[src/rtl/vga_sprite_motion_ctrl.sv]
// vga_sprite_motion_ctrl
// Frame-synchronous position controller for the movable overlay box.
// Buttons are synchronised and debounced, the box moves once per frame on
// the falling edge of vertical sync, with edge clamping and hold-to-accelerate.
// Optional build macro: SPRITE_WRAP_EN -- positions wrap around each axis
// (torus) instead of clamping at the screen edges.
module vga_sprite_motion_ctrl #(
    parameter int SCREEN_W    = 640,
    parameter int SCREEN_H    = 480,
    parameter int OBJ_W       = 50,
    parameter int OBJ_H       = 50,
    parameter int X_INIT      = 40,
    parameter int Y_INIT      = 1,
    parameter int DEB_CYCLES  = 250000,
    parameter int STEP_SLOW   = 1,
    parameter int STEP_FAST   = 4,
    parameter int RAMP_FRAMES = 30
) (
    input  logic        iVGA_CLK,
    input  logic        iRST_n,
    input  logic        iVS,
    input  logic        mLeft,
    input  logic        mRight,
    input  logic        mUp,
    input  logic        mDown,
    output logic [9:0]  oX,
    output logic [9:0]  oY,
    output logic [18:0] oTopLeft,
    output logic        oFrameTick,
    output logic        oFast
);

    localparam logic signed [10:0] MAX_X_S     = 11'(SCREEN_W - OBJ_W);
    localparam logic signed [10:0] MAX_Y_S     = 11'(SCREEN_H - OBJ_H);
    localparam logic signed [10:0] STEP_SLOW_S = 11'(STEP_SLOW);
    localparam logic signed [10:0] STEP_FAST_S = 11'(STEP_FAST);
    localparam logic [17:0]        DEB_LAST    = 18'(DEB_CYCLES - 1);
    localparam logic [4:0]         RAMP_CNT    = 5'(RAMP_FRAMES);
    localparam logic [9:0]         X_RST       = 10'(X_INIT);
    localparam logic [9:0]         Y_RST       = 10'(Y_INIT);
    localparam logic [18:0]        TL_RST      = 19'(Y_INIT * SCREEN_W + X_INIT);
    localparam logic [18:0]        STRIDE      = 19'(SCREEN_W);

    typedef enum logic [1:0] {
        ST_IDLE = 2'd0,
        ST_SLOW = 2'd1,
        ST_FAST = 2'd2
    } state_e;

    // Button vector order: [0]=left, [1]=right, [2]=up, [3]=down (active-low)
    logic [3:0]       raw_btn;
    logic [3:0]       sync1_q, sync2_q;
    logic [3:0][17:0] deb_cnt_q, deb_cnt_d;
    logic [3:0]       stable_q, stable_d;
    logic [3:0]       pressed;

    logic             vs_d_q;
    logic             tick;
    logic             frame_tick_q;

    logic signed [10:0] dx, dy;
    logic               any_move;
    logic signed [10:0] step;

    state_e           state_q, state_d;
    logic [4:0]       hold_q, hold_d;
    logic [4:0]       hold_inc;

    logic [9:0]       x_q, y_q;
    logic [9:0]       x_d, y_d;
    logic [18:0]      tl_q, tl_d;

    assign raw_btn = {mDown, mUp, mRight, mLeft};

    // Moves one axis by delta, then clamps (or wraps) into 0..lim.
    function automatic logic [9:0] move_axis(input logic [9:0]         cur,
                                             input logic signed [10:0] delta,
                                             input logic signed [10:0] lim);
        logic signed [10:0] sum;
        logic signed [10:0] res;
        sum = $signed({1'b0, cur}) + delta;
`ifdef SPRITE_WRAP_EN
        if (sum < 11'sd0)
            res = lim + 11'sd1 + sum;
        else if (sum > lim)
            res = sum - lim - 11'sd1;
        else
            res = sum;
`else
        if (sum < 11'sd0)
            res = 11'sd0;
        else if (sum > lim)
            res = lim;
        else
            res = sum;
`endif
        return 10'(res);
    endfunction

    // Two-flop synchroniser for the asynchronous buttons; released level on reset.
    always_ff @(posedge iVGA_CLK or negedge iRST_n) begin
        if (!iRST_n) begin
            sync1_q <= '1;
            sync2_q <= '1;
        end else begin
            // NOTE: sequential state uses non-blocking assignments so every
            // flop samples the pre-edge value; blocking here would collapse
            // the two synchroniser stages into one.
            sync1_q <= raw_btn;
            sync2_q <= sync1_q;
        end
    end

    // Per-button debounce: accept a new level after DEB_CYCLES stable cycles.
    always_comb begin
        // NOTE: defaults first so every path assigns every output; a missing
        // branch would otherwise infer a latch.
        deb_cnt_d = deb_cnt_q;
        stable_d  = stable_q;
        for (int i = 0; i < 4; i++) begin
            if (sync2_q[i] == stable_q[i]) begin
                deb_cnt_d[i] = '0;
            end else if (deb_cnt_q[i] == DEB_LAST) begin
                deb_cnt_d[i] = '0;
                stable_d[i]  = sync2_q[i];
            end else begin
                deb_cnt_d[i] = deb_cnt_q[i] + 18'd1;
            end
        end
    end

    // Debounce counters and accepted levels.
    always_ff @(posedge iVGA_CLK or negedge iRST_n) begin
        if (!iRST_n) begin
            deb_cnt_q <= '0;
            stable_q  <= '1;
        end else begin
            deb_cnt_q <= deb_cnt_d;
            stable_q  <= stable_d;
        end
    end

    assign pressed = ~stable_q;
    assign tick    = vs_d_q & ~iVS;

    // Vsync edge detector and registered frame tick.
    always_ff @(posedge iVGA_CLK or negedge iRST_n) begin
        if (!iRST_n) begin
            vs_d_q       <= 1'b1;
            frame_tick_q <= 1'b0;
        end else begin
            vs_d_q       <= iVS;
            frame_tick_q <= tick;
        end
    end

    // Axis directions; opposing buttons cancel on their axis.
    always_comb begin
        dx = 11'sd0;
        dy = 11'sd0;
        if (pressed[1] && !pressed[0])
            dx = 11'sd1;
        else if (pressed[0] && !pressed[1])
            dx = -11'sd1;
        if (pressed[3] && !pressed[2])
            dy = 11'sd1;
        else if (pressed[2] && !pressed[3])
            dy = -11'sd1;
        any_move = (dx != 11'sd0) || (dy != 11'sd0);
    end

    // Speed FSM next state; hold_cnt saturates at RAMP_FRAMES.
    always_comb begin
        state_d  = state_q;
        hold_d   = hold_q;
        hold_inc = (hold_q < RAMP_CNT) ? hold_q + 5'd1 : hold_q;
        case (state_q)
            ST_IDLE: begin
                if (any_move) begin
                    state_d = ST_SLOW;
                    hold_d  = 5'd1;
                end
            end
            ST_SLOW: begin
                if (!any_move) begin
                    state_d = ST_IDLE;
                    hold_d  = '0;
                end else begin
                    hold_d = hold_inc;
                    if (hold_inc == RAMP_CNT)
                        state_d = ST_FAST;
                end
            end
            ST_FAST: begin
                if (!any_move) begin
                    state_d = ST_IDLE;
                    hold_d  = '0;
                end
            end
            default: begin
                state_d = ST_IDLE;
                hold_d  = '0;
            end
        endcase
    end

    // Step size follows the state being left; next position and address.
    always_comb begin
        step = (state_q == ST_FAST) ? STEP_FAST_S : STEP_SLOW_S;
        x_d  = move_axis(x_q, dx * step, MAX_X_S);
        y_d  = move_axis(y_q, dy * step, MAX_Y_S);
        tl_d = {9'd0, y_d} * STRIDE + {9'd0, x_d};
    end

    // FSM and position registers load only on the frame tick.
    always_ff @(posedge iVGA_CLK or negedge iRST_n) begin
        if (!iRST_n) begin
            state_q <= ST_IDLE;
            hold_q  <= '0;
            x_q     <= X_RST;
            y_q     <= Y_RST;
            tl_q    <= TL_RST;
        end else if (tick) begin
            state_q <= state_d;
            hold_q  <= hold_d;
            x_q     <= x_d;
            y_q     <= y_d;
            tl_q    <= tl_d;
        end
    end

    assign oX         = x_q;
    assign oY         = y_q;
    assign oTopLeft   = tl_q;
    assign oFrameTick = frame_tick_q;
    assign oFast      = (state_q == ST_FAST);

endmodule
[config.mk]
export PLATFORM = sky130hd
export DESIGN_NAME = vga_sprite_motion_ctrl
export DESIGN_NICKNAME = d
export VERILOG_FILES = /design/src/rtl/vga_sprite_motion_ctrl.sv
export SDC_FILE = /design/constraint.sdc
export NUM_CORES = 1
export LEC_CHECK = 0
export CAP_MARGIN = 5
export CORE_ASPECT_RATIO = 0.7
export CORE_MARGIN = 4
export CORE_UTILIZATION = 55
export DETAILED_ROUTE_END_ITERATION = 16
export MAX_ROUTING_LAYER = met4
export PLACE_DENSITY = 0.72
export SYNTH_ARGS = -nofsm -noshare
export SYNTH_HDL_FRONTEND = slang
export SYNTH_SLANG_ARGS = --single-unit
[constraint.sdc]
create_clock -name iVGA_CLK -period 8.5 [get_ports iVGA_CLK]
set_input_delay 0.85 -clock iVGA_CLK [delete_from_list [all_inputs] [get_ports iVGA_CLK]]
set_output_delay 0.85 -clock iVGA_CLK [all_outputs]
set_load 0.03 [all_outputs]
==> results.toml, run 1 <==
[status]
status = "complete, no violations"

[clocking]
cts.clk_slew.worst_paths_ns = 0.06
tritoncts_clock_tree = "yes"
numClockSinks = 125
clock_insertion_delay_at_the_later_pin_of_the_skew_report_ns = 0.41
total_of_cells_resized_after_clock_tree_synthesis = 0
clk_root_buffer_cell = "sky130_fd_sc_hd__clkbuf_16"
hold_fix_buffers_at_cts = 0
cts_max_level = 4
post_cts.repair.setup_buffers = 0
tritoncts.num_buffers = 17
clock_tree.buffer_depth = 2

[power_and_ir_drop]
leakage_nw = 3.99
comb_power_share = 0.235
cellPowerDensity_nw_per_um2 = 214
irDropWorstVdd_uv = 187
seq_power_share = 0.352
p_sw_frac = 0.303
switching_power_w = 0.000573
internal_power_w = 0.00132
clkPwrFrac = 0.413

[synth]
flops_latches_synth = 125
mappedNetlistNets = 874
synthSimpleGateAreaFrac = 0.192
synthAdderAreaFrac = 0.112
post_synth.cell_area_avg_um2 = 9.51
synth_area_leader_cell = "sky130_fd_sc_hd__dfrtp_1"
synthFlopType = "sky130_fd_sc_hd__dfrtp_1"
synth_async_sr_flop_share = 1.00
synth-warning-count = 0
dominant_combinational_cell_family_by_area_after_synthesis = "simple AND/OR/NAND/NOR gates"
synth_compound_gate_area_share = 0.123
syn-cell-area_um2 = 7620
synthDistinctLibCells = 73
synth-edff-count = 0
synth.area.mux_share = 0.0135
synthXorXnorAreaFrac = 0.109
synth.area.top_cells = "sky130_fd_sc_hd__dfrtp_1, sky130_fd_sc_hd__ha_1, sky130_fd_sc_hd__dfstp_2, sky130_fd_sc_hd__xor2_1, sky130_fd_sc_hd__nor2_1"
synthCells = 801
yosys.area.top_type_share = 0.352
yosysSeqAreaShare = 0.414

[worst_setup_path]
path_buf_inv = 2
worst_setup_path_end_kind = "register"
path_common_cell = "sky130_fd_sc_hd__ha_1"
crit_path_class = "register to register"
crit_path_max_incr_delay_ns = 0.53
crit_required_ns = 8.78
crit_arrival_ns = 6.48
timing.critical_path.fanout_max = 10
timing.critical_path.cells = "inv_1 > ha_1 > and2_1 > o21bai_1 > ha_1 > inv_1 > fa_1 > nand2b_1 > a21oi_1 > a41o_1 > a21oi_2 > xor2_2 > o31a_1 > a21oi_1 > ha_1 > ha_1 > fa_1 > a211oi_1 > o21ai_0 > a21oi_1 > xnor2_1 > nor3_1 > xor2_1 > o21ai_0"
cp_top_family = "compound AO/OA/AOI/OAI gates"
worstSetupStartpointType = "register"
timing.reg2reg.setup_slack_ns = 2.30
cp_slowest_cell = "sky130_fd_sc_hd__dfstp_2"

[floorplanning]
floorplan.die.width_um = 149
design.die.area_um2 = 15800
io-pin-count = 48
floorplan.die.height_um = 106
core_area_um2 = 13400
floorplan.initialDensity = 0.570
rows = 35

[grt]
first_global_vias = 5681
global_route.usage.met1 = 0.307
grt.busiest_layer = "met2"
global_route_track_usage_on_met3 = 0.0422
antenna_found_initial = 0
grt_first_pass_wirelength_um = 27200
grt_util_all_layers = 0.217
globalRoute.totalOverflow = 0
grt_start_max_net_pins = 83
use_met2 = 0.323

[placement]
place_congestion = 0.856
portBuffers = 47
detailedPlace.worstSlack_ns = 2.41
placedCellCount = 1001
hpwl_dp_um = 11200

[finish]
final_layout_size_suffix_gt1_frac = 0.0920
design.final.nets = 908
n_fill_cell = 1052
multi_input_logic_area_um2 = 4190
synthToLayoutAreaGrowth_pct = 15.7
instances_no_fill = 1033
antenna_cells = 0
finish.utilization = 0.660
final-seq-area_um2 = 3150

[run]
timing.max_cap.violations = 0

[sta]
maxSlewViolCount = 0
timing.final.ws_setup_ns = 2.30
fin_setup_tns_ns = 0
finalSetupViolations = 0
slew_headroom = 0.329
fin_crit_ns = 6.20
timing.final.crit_share = 0.729
report.final.hold_viol_count = 0
timing.hold.ws_ns = 0.357
timing_worst_slew_pin_value_ns = 1.01
max_clock_freq_mhz = 161
rsz0062_at_grt = "no"
clock_skew_ns = 0.0115

[drt]
final_routed_wire_length_divided_by_cell_count_um = 15.2
drtPass1Iterations = 5
final_antenna_net_count = 0
drtIter0Drc = 320
num_vias = 5772
detail_route.drc_violations = 0
detail_route.vias_per_cell = 5.59
drt-total-wl_um = 15700

[worst_hold_path]
worstHoldPathType = "register to register"
synth_stat cells, drive strengths merged (4+ instances only):
library cell and instances:
a211oi 8, a21o 14, a21oi 34, a311oi 4, and2 7, and3 14, buf 15, clkbuf 20
dfrtp 107, dfstp 18, fa 4, ha 62, inv 30, mux2 7, nand2 69, nand2b 7
nand3 30, nand3b 5, nand4 13, nor2 108, nor3 16, nor4 7, nor4b 5, o21ai 34
o21bai 4, o31ai 5, o41ai 4, or3 12, xnor2 38, xor2 54
final timing paths:
kind,from,endpoint,depth (start not counted)
max in group asynchronous,iRST_n,hold_q[3],2
min in group asynchronous,iRST_n,oX[4],1
hold reg to reg,sync1_q[1],sync2_q[1],0
setup reg to reg,stable_q[2],oTopLeft[18],24
setup / recovery,stable_q[2],oTopLeft[18],24
hold / removal,sync1_q[1],sync2_q[1],0
cell families (layout without fill, tap and decap cells):
family,count (synthesis),count (layout)
flip-flops,125,125
buffers and inverters,65,112
AND/OR/NAND/NOR,305,305
multiplexers,9,9
adder cells (fa/ha/maj),66,66
XOR/XNOR,92,92
AO/OA/AOI/OAI,138,138
other,1,1
metrics by stage:
step	cell area [um2]	power, W
3_5_place_dp	8180	0.00112
6_report	8810	0.00189
5_1_grt	8810	0.00198
4_1_cts	8810	0.00191
2_1_floorplan	7620	0.000981
3_3_place_gp	8180	0.00111
power by group through the flow:
| stage | clock (W) | sequential [W] | combinational [W] |
|---|---|---|---|
| after floorplan | 0 | 0.000735 | 0.000246 |
| after global placement | 0 | 0.000673 | 0.000434 |
| after detailed placement | 0 | 0.000675 | 0.000445 |
| after CTS | 0.000795 | 0.000665 | 0.000447 |
| after global routing | 0.000823 | 0.000670 | 0.000490 |
| final | 0.000781 | 0.000665 | 0.000445 |
state kept, by name, summed over array words and instances, names as in the netlist, 2 cells and up:
| signal | flops |
|---|---|
| deb_cnt_q | 72 |
| hold_q | 5 |
| oTopLeft | 12 |
| oX | 10 |
| oY | 10 |
| stable_q | 4 |
| state_q | 2 |
| sync1_q | 4 |
| sync2_q | 4 |
metal layers:
metal	up-vias	wire, um
met5	-	0
met4	0	209
met3	21	600
met2	104	7110
li1	2855	-
met1	2792	7760
cells in the final DEF, fill, tap and decap left out, types with 17 or more instances in the layout:
master / count
sky130_fd_sc_hd__inv_1: 29
sky130_fd_sc_hd__o21ai_0: 33
sky130_fd_sc_hd__xnor2_1: 37
sky130_fd_sc_hd__dfrtp_1: 107
sky130_fd_sc_hd__dfstp_2: 18
sky130_fd_sc_hd__xor2_1: 53
sky130_fd_sc_hd__nor2_1: 108
sky130_fd_sc_hd__clkbuf_16: 17
sky130_fd_sc_hd__ha_1: 62
sky130_fd_sc_hd__nand2_1: 69
sky130_fd_sc_hd__clkdlybuf4s50_1: 46
sky130_fd_sc_hd__nand3_1: 30
sky130_fd_sc_hd__a21oi_1: 32
final cells by class:
type / count / area share
well taps: 185 / 0.0263
inverters: 30 / 0.0128
flip-flops and latches: 125 / 0.357
multi-input cells: 611 / 0.476
clock inverters: 15 / 0.0239
clock buffers: 17 / 0.0483
repair buffers: 50 / 0.0557
Note: power is estimated with default switching activity, not from simulation.
==> run 2, diff against run 1 <==
- CORE_UTILIZATION: 55 -> 54
- PLACE_DENSITY: 0.72 -> 0.74
- clock period: 8.5 -> 5.7 ns (I/O delays scaled with it)
==> run 2 against run 1 <==
- power is 50% higher
- critical path depth is 1 lower
- first-iteration DRC count is 23% higher
- clock-buffer cell count is 6 higher
- sequential share of layout area is 0.93 points lower
- non-clock buffer count is 15 higher
- combinational power is 70% higher
- register-to-register slack worse by 2.1 ns
- setup slack worse by 2.1 ns
- design area is 2.7% higher
- global-route usage is 0.60 points higher
- wire length is 4.9% higher
- highest routed layer unchanged
==> results.toml, run 2 (synthesis gave the netlist of run 1 again) <==
[status]
status = "complete, no violations"

[finish]
top_register = "deb_cnt_q"
synthToLayoutAreaGrowth_pct = 18.8
antenna_cells = 0
final-seq-area_um2 = 3150
design.final.nets = 923
instances_no_fill = 1053
final_layout_size_suffix_gt1_frac = 0.133
n_fill_cell = 1098
multi_input_logic_area_um2 = 4350
most_frequent_cells_in_the_layout = "sky130_fd_sc_hd__nor2_1, sky130_fd_sc_hd__dfrtp_1, sky130_fd_sc_hd__nand2_1"
largest_register_ffs = 72
most_common_cell_after_layout_fill_and_taps_aside = "sky130_fd_sc_hd__nor2_1"
finish.utilization = 0.652

[drt]
drtIter0Drc = 394
drtPass1Iterations = 5
detail_route.drc_violations = 0
final_routed_wire_length_divided_by_cell_count_um = 15.6
drt-total-wl_um = 16500
detail_route.vias_per_cell = 5.61
num_vias = 5911
final_antenna_net_count = 0

[floorplanning]
design.die.area_um2 = 16100
core_area_um2 = 13900
floorplan.initialDensity = 0.549
floorplan.die.height_um = 107
floorplan.die.width_um = 150
io-pin-count = 48
rows = 36

[clocking]
numClockSinks = 125
clk_root_buffer_cell = "sky130_fd_sc_hd__clkbuf_16"
clock_tree.buffer_depth = 2
tritoncts_clock_tree = "yes"
cts_max_level = 4
clock_insertion_delay_at_the_later_pin_of_the_skew_report_ns = 0.42
cts.clk_slew.worst_paths_ns = 0.06
tritoncts.num_buffers = 17

[grt]
grt_first_pass_wirelength_um = 28300
grt_util_all_layers = 0.223
first_global_vias = 5917
globalRoute.totalOverflow = 0
antenna_found_initial = 0
grt_start_max_net_pins = 68

[worst_setup_path]
crit_path_class = "register to register"
r2r-end = "oTopLeft[18]"
reg2reg_depth = 23
rr_startpoint = "stable_q[2]"
critical_path.startpoint = "stable_q[2]"
worst_setup_path_end_kind = "register"
timing.critical_path.fanout_max = 4
timing.reg2reg.setup_slack_ns = 0.25
worstSetupStartpointType = "register"
crit_arrival_ns = 5.73
crit_required_ns = 5.98

[power_and_ir_drop]
comb_power_share = 0.267
switching_power_w = 0.000878
irDropWorstVdd_uv = 294
clkPwrFrac = 0.383
p_sw_frac = 0.310
fin_total_pwr_w = 0.00283
internal_power_w = 0.00195
cellPowerDensity_nw_per_um2 = 313
leakage_nw = 4.07
seq_power_share = 0.351

[placement]
hpwl_dp_um = 11300
portBuffers = 47
detailedPlace.worstSlack_ns = -0.118
place_congestion = 0.913
placedCellCount = 1017

[sta]
slew_headroom = 0.425
maxSlewViolCount = 0
clock_skew_ns = 0.00681
fin_crit_ns = 5.45
timing.final.ws_setup_ns = 0.247
timing_worst_slew_pin_value_ns = 0.862
finalSetupViolations = 0
timing.final.crit_share = 0.957
max_clock_freq_mhz = 183
report.final.hold_viol_count = 0
fin_setup_tns_ns = 0

[run]
timing.max_cap.violations = 0

[worst_hold_path]
worstHoldPathType = "input port to asynchronous set/reset pin"
## run 2: layer usage
layer | track usage | up-vias | share of wire
li1 | - | 2884 | -
met1 | 0.298 | 2877 | 0.47
met2 | 0.347 | 129 | 0.48
met3 | 0.0459 | 21 | 0.035
met4 | 0.0659 | 0 | 0.013
met5 | - | - | 0
## run 2: through the flow
step	instance area, um2	hold WS, ns
floorplan	7620	0.274
global placement	8270	0.347
detailed placement	8270	0.347
CTS	8890	0.297
global route	9050	0.338
finish	9050	0.268
## run 2: power by group through the flow
stage	Combinational (W)	Clock, W	Sequential, W
after floorplan	0.000366	0	0.00110
after global placement	0.000659	0	0.00100
after detailed placement	0.000669	0	0.00101
after CTS	0.000690	0.00110	0.000994
after global routing	0.000825	0.00114	0.00100
final	0.000755	0.00108	0.000993
## run 2: layout make-up
class | instances | share of cell area
multi-input cells | 611 | 0.480
flip-flops and latches | 125 | 0.348
inverters | 30 | 0.0124
well taps | 190 | 0.0263
repair buffers | 65 | 0.0666
clock inverters | 9 | 0.0122
clock buffers | 23 | 0.0539
## run 2: worst max path at each step
| stage | endpoint | slack [ns] |
|---|---|---|
| after floorplan | oTopLeft[17] | 0.08 |
| after global placement | oTopLeft[18] | 0.14 |
| after detailed placement | oTopLeft[18] | -0.12 |
| final | oTopLeft[18] | 0.25 |
| after CTS | oTopLeft[18] | 0.001 |
| after global routing | oTopLeft[18] | -0.06 |
## run 2: repair_timing
action,in CTS,in global routing
setup buffers,0,4
setup endpoints to repair,3,5
resized for setup,5,25
pin swaps,0,10
hold buffers,0,0
## run 2: worst max-delay path, stage by stage, from the launching register on
cell                        delay [ns]
sky130_fd_sc_hd__dfstp_2          0.53
sky130_fd_sc_hd__inv_1            0.05
sky130_fd_sc_hd__ha_1             0.21
sky130_fd_sc_hd__and2_1           0.15
sky130_fd_sc_hd__o21bai_1         0.15
sky130_fd_sc_hd__ha_1             0.29
sky130_fd_sc_hd__inv_1            0.06
sky130_fd_sc_hd__fa_2             0.40
sky130_fd_sc_hd__nand2b_1         0.17
sky130_fd_sc_hd__a21oi_2          0.21
sky130_fd_sc_hd__xor2_1           0.26
sky130_fd_sc_hd__a21boi_1         0.17
sky130_fd_sc_hd__o31a_1           0.38
sky130_fd_sc_hd__buf_4            0.17
sky130_fd_sc_hd__a21oi_2          0.17
sky130_fd_sc_hd__ha_1             0.26
sky130_fd_sc_hd__ha_2             0.39
sky130_fd_sc_hd__nand3_1          0.17
sky130_fd_sc_hd__o2111ai_2        0.26
sky130_fd_sc_hd__xor2_2           0.23
sky130_fd_sc_hd__nand3b_1         0.17
sky130_fd_sc_hd__nor3_2           0.17
sky130_fd_sc_hd__xor2_1           0.15
sky130_fd_sc_hd__o21ai_0          0.09
==> run 3, diff against run 2 <==
- CORE_UTILIZATION: 54 -> 45
- GPL_TIMING_DRIVEN: unset -> 0
- PLACE_DENSITY: 0.74 -> 0.63
==> run 3 against run 2 <==
- non-clock buffer count is 27 higher
- clock power hardly changed
- die area rose by 19%
- sequential power hardly changed
- critical endpoint unchanged
==> results.toml, run 3 (synthesis gave the netlist of run 1 again) <==
[status]
status = "complete, no violations"

[sta]
slew_headroom = 0.517
fin_crit_ns = 5.40
report.final.hold_viol_count = 0
timing_worst_slew_pin_value_ns = 0.717
finalSetupViolations = 0
timing.final.crit_share = 0.947
timing.hold.ws_ns = 0.141
max_clock_freq_mhz = 185
clock_skew_ns = 0.00859
maxSlewViolCount = 0
timing.final.ws_setup_ns = 0.303

[grt]
grt_util_all_layers = 0.187
globalRoute.totalOverflow = 0
grt_first_pass_wirelength_um = 28100
grt_start_max_net_pins = 68
first_global_vias = 5933
antenna_found_initial = 0

[worst_setup_path]
crit_arrival_ns = 5.68
crit_required_ns = 5.98
timing.critical_path.fanout_max = 10
rr_startpoint = "stable_q[2]"
timing.reg2reg.setup_slack_ns = 0.30
crit_path_class = "register to register"
r2r-end = "oTopLeft[18]"
worst_setup_path_end_kind = "register"
worstSetupStartpointType = "register"
reg2reg_depth = 25

[clocking]
clock_tree.buffer_depth = 2
tritoncts_clock_tree = "yes"
tritoncts.num_buffers = 17
clk_root_buffer_cell = "sky130_fd_sc_hd__clkbuf_16"
cts_max_level = 4
numClockSinks = 125
clock_insertion_delay_at_the_later_pin_of_the_skew_report_ns = 0.41
cts.clk_slew.worst_paths_ns = 0.06

[floorplanning]
core_area_um2 = 16400
floorplan.die.height_um = 117
io-pin-count = 48
design.die.area_um2 = 19100
floorplan.die.width_um = 164
rows = 39
floorplan.initialDensity = 0.463

[placement]
hpwl_dp_um = 11900
detailedPlace.worstSlack_ns = -0.610
placedCellCount = 1074
place_congestion = 0.914
portBuffers = 47

[finish]
top_register = "deb_cnt_q"
synthToLayoutAreaGrowth_pct = 22.3
multi_input_logic_area_um2 = 4430
n_fill_cell = 1449
most_frequent_cells_in_the_layout = "sky130_fd_sc_hd__nor2_1, sky130_fd_sc_hd__dfrtp_1, sky130_fd_sc_hd__nand2_1"
final-seq-area_um2 = 3150
design.final.nets = 950
antenna_cells = 0
finish.utilization = 0.567
instances_no_fill = 1115
largest_register_ffs = 72
final_layout_size_suffix_gt1_frac = 0.137

[run]
timing.max_cap.violations = 0

[power_and_ir_drop]
clkPwrFrac = 0.384
leakage_nw = 4.16
cellPowerDensity_nw_per_um2 = 307
p_sw_frac = 0.302
internal_power_w = 0.00200
switching_power_w = 0.000863
seq_power_share = 0.347
comb_power_share = 0.269
irDropWorstVdd_uv = 301

[drt]
detail_route.vias_per_cell = 5.33
detail_route.drc_violations = 0
final_antenna_net_count = 0
final_routed_wire_length_divided_by_cell_count_um = 14.7
drtIter0Drc = 514
drt-total-wl_um = 16400
drtPass1Iterations = 5
num_vias = 5941

[worst_hold_path]
worstHoldPathType = "input port to asynchronous set/reset pin"
[run 3: stage by stage]
step	power (W)	instance area, um2	setup TNS (ns)
5_1_grt	0.00301	9320	-0.0410
6_report	0.00286	9320	0
4_1_cts	0.00283	9110	0
3_5_place_dp	0.00168	8400	-2.24
3_3_place_gp	0.00166	8370	-89.51
2_1_floorplan	0.00146	7620	0
[run 3: per-layer routing]
metal	track usage	routed length (um)	vias to the layer above
li1	-	-	2941
met1	0.259	8390	2897
met2	0.283	7380	86
met3	0.0371	473	17
met4	0.0525	170	0
met5	-	0	-
[run 3: worst max-delay path, cell delays in order, from the launching register on]
cell and delay (ns):
sky130_fd_sc_hd__dfstp_2 0.53, sky130_fd_sc_hd__inv_1 0.07, sky130_fd_sc_hd__ha_4 0.17, sky130_fd_sc_hd__and2_1 0.14, sky130_fd_sc_hd__o21bai_1 0.15, sky130_fd_sc_hd__ha_1 0.30
sky130_fd_sc_hd__inv_1 0.07, sky130_fd_sc_hd__fa_2 0.39, sky130_fd_sc_hd__nand2b_1 0.17, sky130_fd_sc_hd__a21oi_2 0.21, sky130_fd_sc_hd__a21o_1 0.14, sky130_fd_sc_hd__a21oi_1 0.09
sky130_fd_sc_hd__xor2_2 0.19, sky130_fd_sc_hd__o31a_1 0.32, sky130_fd_sc_hd__buf_6 0.16, sky130_fd_sc_hd__a21oi_4 0.16, sky130_fd_sc_hd__ha_4 0.23, sky130_fd_sc_hd__ha_4 0.17
sky130_fd_sc_hd__fa_2 0.40, sky130_fd_sc_hd__a211oi_4 0.28, sky130_fd_sc_hd__nor2_2 0.08, sky130_fd_sc_hd__xnor2_2 0.17, sky130_fd_sc_hd__nand3b_1 0.22, sky130_fd_sc_hd__nor3_2 0.19
sky130_fd_sc_hd__xor2_1 0.16, sky130_fd_sc_hd__o21ai_1 0.07
[run 3: final cells by class]
type	instances	share of cell area
clock inverter	10	0.0148
buffer	34	0.0177
timing repair buffer	58	0.0616
inverter	30	0.0121
sequential	125	0.338
clock buffer	22	0.0498
multi-input combinational	611	0.476
tap	225	0.0302
[run 3: how the worst max path moves through the flow]
stage                     start       endpoint  slack [ns]  cells after the start
finish              stable_q[2]   oTopLeft[18]        0.30                     25
global route        stable_q[2]   oTopLeft[18]       -0.03                     25
CTS                 stable_q[2]   oTopLeft[18]        0.01                     25
detailed placement  stable_q[2]   oTopLeft[18]       -0.61                     25
global placement         iRST_n  deb_cnt_q[63]       -0.83                      1
floorplan           stable_q[2]   oTopLeft[17]        0.08                     25
[run 3: power by group through the flow]
| stage | clock (W) | combinational, W | sequential, W |
|---|---|---|---|
| 6_report | 0.00110 | 0.000771 | 0.000993 |
| 5_1_grt | 0.00117 | 0.000845 | 0.00100 |
| 4_1_cts | 0.00112 | 0.000715 | 0.000993 |
| 3_5_place_dp | 0 | 0.000669 | 0.00101 |
| 3_3_place_gp | 0 | 0.000653 | 0.00100 |
| 2_1_floorplan | 0 | 0.000366 | 0.00110 |
[run 3: timing repair]
item                                    CTS  global route
hold buffers                              0             0
setup buffers                             1             9
pin swaps                                 6            18
gates resized for setup                  18            28
endpoints found under the setup margin    6             6
